[src/rtl/uart_tx_frame_pkg.sv]
// Shared constants for the UART transmit path.
// FSM encoding, parity selection and line levels.
package uart_tx_frame_pkg;

  typedef enum logic [2:0] {
    IDLE   = 3'd0,
    START  = 3'd1,
    DATA   = 3'd2,
    PARITY = 3'd3,
    STOP   = 3'd4
  } tx_state_t;

  localparam logic PAR_EVEN  = 1'b0;
  localparam logic PAR_ODD   = 1'b1;

  localparam logic LINE_IDLE = 1'b1;
  localparam logic START_BIT = 1'b0;

endpackage

[src/rtl/uart_tx_parity_calc.sv]
// Combinational parity generator for UART frames.
// Shared by the TX framer and the RX parity checker.
module uart_tx_parity_calc
  import uart_tx_frame_pkg::*;
#(
  parameter int DATA_WIDTH = 8
) (
  input  logic [DATA_WIDTH-1:0] i_data,
  input  logic                  i_par_typ,
  output logic                  o_par_bit
);

  assign o_par_bit = (^i_data) ^ (i_par_typ == PAR_ODD);

endmodule

[src/rtl/uart_tx_frame.sv]
// UART transmit framer: start, LSB-first data, optional parity, stop.
// One clock per bit; outputs registered from the next state.
module uart_tx_frame
  import uart_tx_frame_pkg::*;
#(
  parameter int DATA_WIDTH = 8
) (
  input  logic                  i_clk,
  input  logic                  i_rst,
  input  logic [DATA_WIDTH-1:0] i_p_data,
  input  logic                  i_data_valid,
  input  logic                  i_par_en,
  input  logic                  i_par_typ,
  output logic                  o_tx_out,
  output logic                  o_busy
);

  localparam int CW = $clog2(DATA_WIDTH);
  localparam logic [CW-1:0] LAST = CW'(DATA_WIDTH - 1);

  tx_state_t             r_state;
  tx_state_t             w_state_nxt;
  logic [CW-1:0]         r_cnt;
  logic [CW-1:0]         w_cnt_nxt;
  logic [DATA_WIDTH-1:0] r_data;
  logic                  r_par_en;
  logic                  r_par_typ;
  logic                  w_par_bit;
  logic                  w_tx_nxt;
  logic                  w_busy_nxt;
  logic                  r_tx;
  logic                  r_busy;

  uart_tx_parity_calc #(
    .DATA_WIDTH(DATA_WIDTH)
  ) u_par (
    .i_data   (r_data),
    .i_par_typ(r_par_typ),
    .o_par_bit(w_par_bit)
  );

  always_ff @(posedge i_clk or negedge i_rst) begin
    if (!i_rst) begin
      r_state   <= IDLE;
      r_cnt     <= '0;
      r_data    <= '0;
      r_par_en  <= 1'b0;
      r_par_typ <= 1'b0;
    end else begin
      r_state <= w_state_nxt;
      r_cnt   <= w_cnt_nxt;
      if (r_state == IDLE && i_data_valid) begin
        r_data    <= i_p_data;
        r_par_en  <= i_par_en;
        r_par_typ <= i_par_typ;
      end
    end
  end

  always_comb begin
    w_state_nxt = r_state;
    w_cnt_nxt   = r_cnt;
    unique case (r_state)
      IDLE: begin
        if (i_data_valid) w_state_nxt = START;
      end
      START: begin
        w_state_nxt = DATA;
        w_cnt_nxt   = '0;
      end
      DATA: begin
        if (r_cnt == LAST) begin
          w_state_nxt = r_par_en ? PARITY : STOP;
          w_cnt_nxt   = '0;
        end else begin
          w_cnt_nxt = r_cnt + CW'(1);
        end
      end
      PARITY: w_state_nxt = STOP;
      STOP:   w_state_nxt = IDLE;
      default: begin
        w_state_nxt = IDLE;
        w_cnt_nxt   = '0;
      end
    endcase
  end

  // Decoding the next state lets busy drop in the first idle cycle.
  always_comb begin
    w_tx_nxt   = LINE_IDLE;
    w_busy_nxt = 1'b1;
    unique case (w_state_nxt)
      IDLE:    w_busy_nxt = 1'b0;
      START:   w_tx_nxt   = START_BIT;
      DATA:    w_tx_nxt   = r_data[w_cnt_nxt];
      PARITY:  w_tx_nxt   = w_par_bit;
      STOP:    w_tx_nxt   = LINE_IDLE;
      default: w_busy_nxt = 1'b0;
    endcase
  end

  always_ff @(posedge i_clk or negedge i_rst) begin
    if (!i_rst) begin
      r_tx   <= LINE_IDLE;
      r_busy <= 1'b0;
    end else begin
      r_tx   <= w_tx_nxt;
      r_busy <= w_busy_nxt;
    end
  end

  assign o_tx_out = r_tx;
  assign o_busy   = r_busy;

endmodule

[config.mk]
export PLATFORM = sky130hd
export DESIGN_NAME = uart_tx_frame
export DESIGN_NICKNAME = d
export VERILOG_FILES = /design/src/rtl/uart_tx_frame_pkg.sv /design/src/rtl/uart_tx_parity_calc.sv /design/src/rtl/uart_tx_frame.sv
export SDC_FILE = /design/constraint.sdc
export NUM_CORES = 1
export LEC_CHECK = 0
export ABC_AREA = 1
export CORE_MARGIN = 2
export CORE_UTILIZATION = 55
export DETAILED_ROUTE_END_ITERATION = 8
export PLACE_DENSITY = 0.82
export SLEW_MARGIN = 20
export SYNTH_ARGS = -nofsm -noshare
export SYNTH_HDL_FRONTEND = slang
export SYNTH_SLANG_ARGS = --single-unit
[constraint.sdc]
create_clock -name i_clk -period 2.8 [get_ports i_clk]
set_clock_uncertainty 0.1 [all_clocks]
set_input_delay 0.56 -clock i_clk [delete_from_list [all_inputs] [get_ports i_clk]]
set_output_delay 0.56 -clock i_clk [all_outputs]
set_load 0.01 [all_outputs]
==> out/results.ini, run 1 <==
[grt]
antenna_found_initial=0
grt_pass1_wl_mm=3.38
grt_pass1_vias=826
grt_max_degree=19
grt_usage_pct=21.7
gr-total-overflow=0

[clocking]
cts-hold-fix-buffers=0
cts_tree=built
cts_buffer_depth=2
numClockSinks=18
worstSkewPairLatency_ns=0.30
h-tree-depth=1
cts_made_buffers=3
root_buffer=clkbuf_4
post-cts-setup-buffers=0
path_clk_slew_ns=0.10
cts_resized=0

[pwr]
leakagePower_nw=0.637
ir_worst_vdd_mv=0.615
power_density_nw_per_um2=1250
finalPower_mw=1.55

[placed_design]
place.gp.congestion=0.803
hpwl_mm=1.55
portBuffers=14

[drt]
vias_per_cell=5.28
initialDrtViolationCount=16
drc=0
drt_pass1_iterations=4
vias=903
wire_per_inst_um=11.6
antenna_left=0
wl_mm=1.99

[timing]
hold_ws_ns=0.445
setup_viol=0
finalCritPeriodShare_pct=71.6
period_needed_ns=2.00
drv_slew=0
rsz0062_at_grt=no
fmax_mhz=499
hold_viol=0
tightest_slew_ns=0.810
finalSetupTns_ns=0
maxSlewHeadroom_pct=45.8

[yosys]
synth_cell_types=25
synth_top_cell_by_area=dfrtp_1
synth_top_area_share_pct=41.0
netlist_area_um2=1040
syn_inst=129
yosys_warnings=0
syn_area_per_cell_um2=8.05
synth_fp_nets=144
yosysSeqAreaShare_pct=43.5
ys_ff_latch=18
synthTopCellsByArea=dfrtp_1 41%, nand2_1 16%, nand3_1 6.3%

[worst_setup_path]
cpMaxStageDelayCell=dfstp_2
ff2ff_path_depth=11
path_buf_inv=1
max_stage_delay_ns=0.53
cp.arrival_ns=1.34
path_max_fanout=1
crit_type=reg -> out
crit_required_ns=2.14
crit_family=flip-flops
crit_path_start_kind=flip-flop
crit_path_end_kind=output pin
cp.depth=1
path_cells=clkdlybuf4s50_1

[floorplan]
core-area_um2=1750
dieArea_um2=2250
die_x_um=47.5
start_util_pct=59.5
num_rows=15
io_pins=15
fp.dieH_um=47.5

[layout]
multi_input_area_um2=531
final_layout_size_suffix_gt1_share_pct=13.7
areaGrowthSynthToFinish_pct=19.3
seqCellArea_um2=452
layout.nets=162
n_antenna_cell=0
n_fill_cell=152

[worst_hold_path]
hp-class=reg -> reg
whs_path_depth=2

[outcome]
status=complete, no violations

[run]
drv_cap=0

final cells by class:
type	instances	area share, %
clock buffers	4	2.93
multi-input cells	97	42.8
well taps	25	2.53
flip-flops and latches	18	36.5
repair buffers	14	11.3
inverters	13	3.94
per-layer routing:
layer | vias up | routed length [um] | global-route usage [%] | part of all wire (%)
li1 | 452 | - | - | -
met1 | 426 | 851 | 27.3 | 43
met2 | 21 | 1050 | 38.1 | 52
met3 | 4 | 68 | 2.26 | 3.4
met4 | 0 | 25 | 8.33 | 1.3
met5 | - | 0 | 0 | 0
flip-flops by register name, indices dropped and copies added (netlist names):
signal	flops
r_data	8
r_cnt	3
r_state	3
o_busy	1
o_tx_out	1
r_par_en	1
r_par_typ	1
cell usage in the layout, fill, tap and decap left out, types with 2 or more instances in the layout:
cell type,synthesis,routed
dfrtp_1,17,17
xor2_1,2,2
ha_1,2,2
nand3_1,13,13
nor2_1,10,10
xnor2_1,3,3
nand2_1,44,44
a21oi_1,5,5
mux2_2,5,5
clkbuf_4,0,3
clkdlybuf4s50_1,0,14
nand2_2,2,2
inv_2,3,3
inv_1,10,10
power by group:
part / switching (mW) / total [mW] / internal, mW
Sequential: 0.120 / 0.508 / 0.388
Combinational: 0.515 / 0.879 / 0.364
Clock: 0.0820 / 0.161 / 0.0793
worst paths after layout:
kind	start	to	slack, ns
max	o_tx_out	o_tx_out	0.80
min	r_par_typ	r_par_typ	0.45
max reg2reg	r_cnt[0]	o_tx_out	0.91
min reg2reg	r_par_typ	r_par_typ	0.45
max in group asynchronous	i_rst	r_data[3]	1.48
min in group asynchronous	i_rst	r_data[6]	0.62
metrics by stage:
stage	instances	util, %	instance area [um^2]	setup WS [ns]
after floorplan	129	-	1040	1.15
after global placement	167	68.9	1200	0.864
after detailed placement	167	68.9	1200	0.858
after CTS	171	71.0	1240	0.790
after global routing	171	71.0	1240	0.758
final	171	71.0	1240	0.797
cell usage after synthesis, drive strengths merged:
cell,n
nor2,11
inv,13
a22oi,1
xor2,2
mux2,6
buf,1
nand4,1
dfstp,1
nor3,1
ha,2
dfrtp,17
o21ai,2
nand2,47
o211ai,1
or2,1
nand3,14
xnor2,3
a21oi,5
cells by family after synthesis:
group	count (synthesis)	share of synthesized area (%)
simple gates	75	32.8
flops	18	43.5
mux	6	6.51
compound gates	9	5.18
buf+inv	14	5.42
fa+ha+maj	2	2.41
xor+xnor	5	4.22
(Power assumes the default switching activity.)
==> run 2: changes to the inputs <==
- CORE_UTILIZATION: 55 -> 52
- PLACE_DENSITY: 0.82 -> 0.78
- clock period: 2.8 -> 1.9 ns (I/O delays scaled with it)
==> run 2 against run 1 <==
Effect of this change: setup slack lost 0.72 ns; combinational power grew 48%; global-route usage shrank 4.0 points; first-iteration DRC count shrank 88%; sequential power grew 45%; clock power grew 48%; critical path type unchanged; critical endpoint unchanged.
==> out/results.ini, run 2 (synthesis gave the netlist of run 1 again) <==
[drt]
top_layer_used=met4
wire_per_inst_um=10.7
initialDrtViolationCount=2
vias=878
drt_pass1_iterations=4
vias_per_cell=5.02
dr_wl_met3_um=41
drc=0
dr_wl_met2_um=988
met1Wirelength_um=815
wl_mm=1.88
antenna_left=0

[layout]
layout_common_cells=44 x nand2_1, 17 x dfrtp_1, 14 x clkdlybuf4s50_1, 13 x nand3_1
mostFrequentLayoutCell=nand2_1
layout.nets=164
top_regs=r_data: 8 flops, r_cnt: 3 flops, r_state: 3 flops
final_cell_area_um2=1260
top_register=r_data
largest_reg_flops=8
final_layout_size_suffix_gt1_share_pct=14.9
n_antenna_cell=0
areaGrowthSynthToFinish_pct=21.0

[worst_setup_path]
ff2ff_path_depth=11
crit_path_start_kind=flip-flop
path_cells=clkdlybuf4s50_1
cp.depth=1
crit_path_end_kind=output pin
crit_type=reg -> out
reg2reg_slack_ns=0.13
reg2reg_from=r_cnt[0]
crit_required_ns=1.42
cp.arrival_ns=1.34
cpMaxStageDelayCell=dfstp_2
r2r_end=o_tx_out
max_stage_delay_ns=0.52
path_buf_inv=1
path_max_fanout=1
crit_family=flip-flops

[placed_design]
pre_cts_slack_ns=0.132
portBuffers=14
place.gp.congestion=0.715
placed_area_um2=1220
hpwl_mm=1.50

[timing]
hold_viol=0
tightest_slew_ns=0.315
maxSlewHeadroom_pct=78.9
fmax_mhz=549
worst_slack_ns=0.0778
finalCritPeriodShare_pct=95.9
drv_slew=0
rsz0062_at_grt=no
finalSetupTns_ns=0
setup_viol=0
period_needed_ns=1.82

[pwr]
seqPwrFrac_pct=32.4
leakagePower_nw=0.647
switchingPower_mw=1.04
swShare_pct=45.7
power_density_nw_per_um2=1820
combPwrFrac_pct=57.1
ir_worst_vdd_mv=0.989
intPower_mw=1.24
clockPowerShare_pct=10.5

[clocking]
post-cts-setup-buffers=0
path_clk_slew_ns=0.10
root_buffer=clkbuf_4
numClockSinks=18
h-tree-depth=1
worstSkewPairLatency_ns=0.30
cts_made_buffers=3
cts_tree=built
cts_buffer_depth=2

[floorplan]
num_rows=16
die_x_um=48.7
start_util_pct=54.0
io_pins=15
core-area_um2=1920
dieArea_um2=2370
fp.dieH_um=48.7

[worst_hold_path]
hp-class=in -> async

[grt]
grt_pass1_wl_mm=3.36
grt_max_degree=19
gr-total-overflow=0
grt_pass1_vias=857
antenna_found_initial=0
grt_usage_pct=17.7

[run]
drv_cap=0

[outcome]
status=complete, no violations

==> run 2: layout make-up <==
cell class	instances	area, um^2
Inverter	13	48.8
Tap cell	27	33.8
Fill cell	173	666
Timing Repair Buffer	16	155
Sequential cell	18	452
Clock buffer	4	36.3
Multi-Input combinational cell	97	531
==> run 2: power by group through the flow <==
stage / combinational (mW) / sequential [mW] / clock (mW)
final: 1.30 / 0.739 / 0.239
after floorplan: 1.01 / 0.733 / 0
after global routing: 1.49 / 0.766 / 0.254
after global placement: 1.25 / 0.740 / 0
after CTS: 1.31 / 0.740 / 0.238
after detailed placement: 1.31 / 0.749 / 0
==> run 2: layer usage <==
layer  vias up  track usage, %
met5         -               0
met4         0            5.71
met3         5            2.16
met2        10            32.6
met1       409            21.1
li1        454               -
==> run 2: worst max path at each step <==
stage	startpoint	slack, ns	end
floorplan	r_cnt[0]	0.25	o_tx_out
detailed placement	r_cnt[0]	0.13	o_tx_out
global route	r_cnt[0]	0.004	o_tx_out
finish	o_tx_out	0.08	o_tx_out
CTS	o_tx_out	0.08	o_tx_out
global placement	r_cnt[0]	0.14	o_tx_out
==> run 2: timing repair <==
| item | CTS | global route |
|---|---|---|
| resized for setup | 0 | 0 |
| setup endpoints to repair | 0 | 1 |
| hold buffers | 0 | 0 |
| endpoints found under the hold margin | 0 | 0 |
==> run 2: per-stage QoR <==
stage | hold WS [ns] | instances | power (mW) | util, %
final | 0.292 | 175 | 2.28 | 65.4
after detailed placement | 0.431 | 171 | 2.05 | 63.5
after floorplan | -0.0156 | 129 | 1.74 | -
after CTS | 0.304 | 175 | 2.29 | 65.4
after global routing | 0.332 | 175 | 2.51 | 65.4
after global placement | 0.425 | 171 | 1.99 | 63.5
==> run 3: changes to the inputs <==
- HOLD_SLACK_MARGIN: not set -> 0.15
==> results of run 3 <==
Same layout as run 2: the final DEF is identical, and so are final timing and power.
